File: src/rtl/fifo_ctrl.sv
// ---------------------------------------------------------------------------
// fifo_ctrl
// Synchronous FIFO controller for a synchronous-write, registered-read memory
// array (1-cycle read latency). Converts valid/ready push and pop streams into
// array write/read controls and presents the array's read data as the head.
//
// Ports
//   clk, rst_n           clock, asynchronous active-low reset
//   in_valid/in_ready    push handshake, in_data is the pushed word
//   out_valid/out_ready  pop handshake, out_data is the head word
//   count                stored entries, 0..DEPTH
//   mem_write_en/addr/data, mem_read_addr   controls to the memory array
//   mem_read_data        registered read data from the array
// ---------------------------------------------------------------------------
module fifo_ctrl #(
   parameter int WIDTH = 8,
   parameter int DEPTH = 4,
   parameter int ADDR  = 2
) (
   input  logic             clk,
   input  logic             rst_n,
   input  logic             in_valid,
   output logic             in_ready,
   input  logic [WIDTH-1:0] in_data,
   output logic             out_valid,
   input  logic             out_ready,
   output logic [WIDTH-1:0] out_data,
   output logic [ADDR:0]    count,
   output logic             mem_write_en,
   output logic [ADDR-1:0]  mem_write_addr,
   output logic [WIDTH-1:0] mem_write_data,
   output logic [ADDR-1:0]  mem_read_addr,
   input  logic [WIDTH-1:0] mem_read_data
);

   logic [ADDR-1:0] r_wr_ptr;
   logic [ADDR-1:0] r_rd_ptr;
   logic [ADDR:0]   r_count;
   logic            r_out_valid;

   logic            w_push;
   logic            w_pop;
   logic            w_fetch;
   logic [ADDR:0]   w_pending;

   // Full blocks pushes even when a pop happens in the same cycle.
   assign in_ready  = (r_count != (ADDR+1)'(DEPTH));
   assign w_push    = in_valid & in_ready;
   assign w_pop     = r_out_valid & out_ready;

   // Entries written but not yet loaded into the array's output register.
   assign w_pending = r_count - {{ADDR{1'b0}}, r_out_valid};

   // Fetch the next word when the head register is free or being popped.
   assign w_fetch   = (w_pending != '0) & (~r_out_valid | out_ready);

   assign mem_write_en   = w_push;
   assign mem_write_addr = r_wr_ptr;
   assign mem_write_data = in_data;

   // Without a fetch, keep re-reading the current head slot so the array's
   // registered output holds steady while the consumer stalls.
   assign mem_read_addr  = w_fetch ? r_rd_ptr : (r_rd_ptr - ADDR'(1));

   assign out_data  = mem_read_data;
   assign out_valid = r_out_valid;
   assign count     = r_count;

   always_ff @(posedge clk or negedge rst_n) begin
      if (!rst_n) begin
         r_wr_ptr    <= '0;
         r_rd_ptr    <= '0;
         r_count     <= '0;
         r_out_valid <= 1'b0;
      end else begin
         if (w_push)  r_wr_ptr <= r_wr_ptr + ADDR'(1);
         if (w_fetch) r_rd_ptr <= r_rd_ptr + ADDR'(1);

         if (w_fetch)    r_out_valid <= 1'b1;
         else if (w_pop) r_out_valid <= 1'b0;

         case ({w_push, w_pop})
            2'b10:   r_count <= r_count + (ADDR+1)'(1);
            2'b01:   r_count <= r_count - (ADDR+1)'(1);
            default: r_count <= r_count;
         endcase
      end
   end

endmodule

File: config.mk
export PLATFORM = sky130hd
export DESIGN_NAME = fifo_ctrl
export DESIGN_NICKNAME = d
export VERILOG_FILES = /design/src/rtl/fifo_ctrl.sv
export SDC_FILE = /design/constraint.sdc
export NUM_CORES = 1
export LEC_CHECK = 0
export ABC_AREA = 1
export CORE_MARGIN = 2
export CORE_UTILIZATION = 25
export CTS_CLUSTER_DIAMETER = 80
export DETAILED_ROUTE_END_ITERATION = 10
export HOLD_SLACK_MARGIN = 0.12
export PLACE_DENSITY_LB_ADDON = 0.3
export SYNTH_ARGS = -nofsm -noshare
export SYNTH_HDL_FRONTEND = slang
export SYNTH_SLANG_ARGS = --single-unit
export TNS_END_PERCENT = 1
File: constraint.sdc
create_clock -name clk -period 1.6 [get_ports clk]
set_input_delay 0.24 -clock clk [delete_from_list [all_inputs] [get_ports clk]]
set_output_delay 0.24 -clock clk [all_outputs]
set_load 0.02 [all_outputs]
==> results.toml <==
[yosys]
seq_area_frac_synth = 0.3272
synth_edf_count = 0
ys_top_cells_by_area = "dfrtp_1 (33%), buf_4 (20%), nand2_1 (9.8%)"
ys_ff_latch = 8
yosys-top-cells-count = "buf_4 (16), nand2_1 (16), inv_1 (12)"
synthesis.nets = 98
synth.avg_cell_area_sq_um = 8.158
synthCells = 75
synth_area_leader_cell = "dfrtp_1"
syn-cell-area_sq_um = 611.8
ys_async_sr_fraction = 1.000
yosysWarnings = 0
synth_top_area_share = 0.3272
ys_types = 17
synthFlopType = "dfrtp_1"

[cells_and_area]
multiInputGateArea_sq_um = 286.5
fill_cells = 246
seqCellArea_sq_um = 203.9
final_layout_size_suffix_gt1_frac = 0.4667
final_nets = 114
n_antenna_cell = 0
syn2layout_area_growth_pct = 36.20

[worst_setup_path]
crit_chain = "ha_1, inv_1, nor2_2, nand3_4, nand2_4, nand2_2, nand2_2, buf_6"
cpMaxStageDelayCell = "dfrtp_1"
crit_top_cell = "nand2_2"
path_max_fanout = 4
worstPathArrival_ps = 1530
worst-setup-path-type = "reg -> out"
cpLargestDelayFamily = "simple AND/OR/NAND/NOR gates"
cp-end-kind = "primary output"
max_stage_delay_ps = 390
critPathBufInv = 2
critPathLaunchType = "register"
cp.required_ps = 1360

[timing]
finalHoldViolations = 0
post-route-period-util = 1.105
fmax_mhz = 565.5
drv_slew = 0
final.min_clock_period_ps = 1768
tns_ps = -455.1
worst_pin_slew_ps = 374.3
finalClockSkew_ps = 12.19
grt_setup_unrepaired = "true"
setup_violations = 4
slew_headroom = 0.7497
setup_ws_ps = -168.4

[power]
switching_share = 0.4494
p_sw_uw = 917.4
p_clk_frac = 0.085
p_seq_frac = 0.198
power_density_nw_per_um2 = 2450
total_power_uw = 2041
p_leak_uw = 0.0004270
ir_drop_mv = 1.480
internal_power_uw = 1124
pwr-share-comb = 0.717

[die]
rows = 17
core_sq_um = 2255
io_pins = 46
dieWidth_microns = 53.47
die_h_microns = 53.47
dieArea_sq_um = 2859
initial_core_util = 0.2714

[routing]
drt_iter0_drc = 3
drc = 0
drt-vias-per-instance = 4.025
wl_per_cell_microns = 9.949
vias = 475
drtPass1Iterations = 4
drtAntennaViolNets = 0
wirelength_microns = 1174

[grt]
use_met3 = 0.04237
grt.met2_usage = 0.1399
antenna_found_initial = 0
grt_max_degree = 9
grt_pass1_vias = 443
top_usage_layer = "met2"
use_met1 = 0.1098
groute.usage.overall = 0.09064
overflow = 0
grt_pass1_wl_microns = 1842

[run_status]
status = "finished, violations left"
failed_checks = "setup timing"

[placed_design]
routabilityCongestion = 0.7727
io_buffers = 13
place_hpwl_microns = 886.4

[cts]
htree_levels = 1
cts_sinks = 8
ctsHoldBuffers = 0
cts_root_buf = "clkbuf_4"
clk_latency_ps = 260
cts_tree = "built"
clk_pin_slew_ps = 70
cts_buffers = 3
clk_path_buf_depth = 2

[job]
drv_cap = 0

[worst_hold_path]
holdCritPathClass = "in -> async"
==> metal layers <==
layer  vias up  routed length (microns)  part of all wire
met4         0                       13             0.011
met2        14                      570              0.49
met1       218                      484              0.41
li1        239                        -                 -
met3         4                      105             0.089
met5         -                        0                 0
==> power by group through the flow <==
stage,combinational (uW),clock (uW),sequential [uW]
after global placement,1360,0,402
after floorplan,727,0,529
after CTS,1440,186,406
after global routing,1610,191,422
after detailed placement,1370,0,403
final,1460,173,404
==> repair_timing <==
item / in CTS / in global routing
pin swaps: 4 / 4
endpoints found under the hold margin: 0 / 0
endpoints found under the setup margin: 9 / 5
gates resized for setup: 24 / 5
setup buffers: 2 / 1
==> worst paths after layout <==
check	from	to	slack, ps	cells past startpoint
max	out_valid	mem_read_addr[1]	-170	8
min	rst_n	mem_write_addr[1]	260	1
max reg2reg	out_valid	count[2]	-90	9
min reg2reg	r_rd_ptr[1]	r_rd_ptr[1]	530	2
max in group asynchronous	rst_n	count[0]	1040	1
min in group clk	in_data[0]	mem_write_data[0]	480	0
==> flip-flops by register name (all words and copies together), names as in the netlist <==
name            cells
out_valid           1
mem_write_addr      2
r_rd_ptr            2
count               3
==> layout by cell type (no fill, tap or decap) <==
cell type	instances
buf_2	1
buf_4	15
buf_6	2
clkbuf_1	1
clkbuf_4	3
clkdlybuf4s50_1	5
dfrtp_1	5
dfrtp_2	3
dlygate4sd2_1	3
dlymetal6s2s_1	1
fa_2	1
ha_1	1
ha_4	1
inv_1	10
inv_2	4
nand2_1	11
nand2_2	6
nand2_4	2
nand3_1	4
nand3_2	1
nand3_4	2
nor2_2	1
o21ai_0	1
o21ai_1	1
xnor2_1	2
xor2_1	3
==> logic make-up (layout without fill, tap and decap cells) <==
| family | Yosys count | after routing | synth area share |
|---|---|---|---|
| fa+ha+maj | 3 | 3 | 0.07361 |
| buf+inv | 30 | 45 | 0.2822 |
| compound gates | 2 | 2 | 0.01634 |
| simple gates | 27 | 27 | 0.2290 |
| flops | 8 | 8 | 0.3272 |
| xor+xnor | 5 | 5 | 0.07159 |
==> stage by stage <==
step	cells	cell area [sq um]	utilization	worst slack, ps	hold slack [ps]
final	118	833.3	0.3696	-168.4	257.4
after detailed placement	111	773.2	0.3430	-406.2	480.1
after global routing	118	833.3	0.3696	-250.2	276.0
after global placement	111	773.2	0.3430	-397.6	480.1
after CTS	117	815.8	0.3618	-218.8	264.5
after floorplan	75	645.6	-	-10.19	-55.59
==> worst reg2reg max path: stages, from the launching register on <==
cell and delay [ps]:
dfrtp_1 390, buf_4 140, buf_4 130, nand2_1 70, inv_2 50, ha_4 150
fa_2 340, nand2_2 80, nand3_2 80, xor2_1 160
==> cell type report <==
cell class,instances,area share
timing repair buffer,27,0.2748
clock buffer,4,0.03153
inverter,14,0.06306
sequential,8,0.2447
multi-input combinational,37,0.3438
tap,28,0.04204
Power figures use the tool's default switching activity.
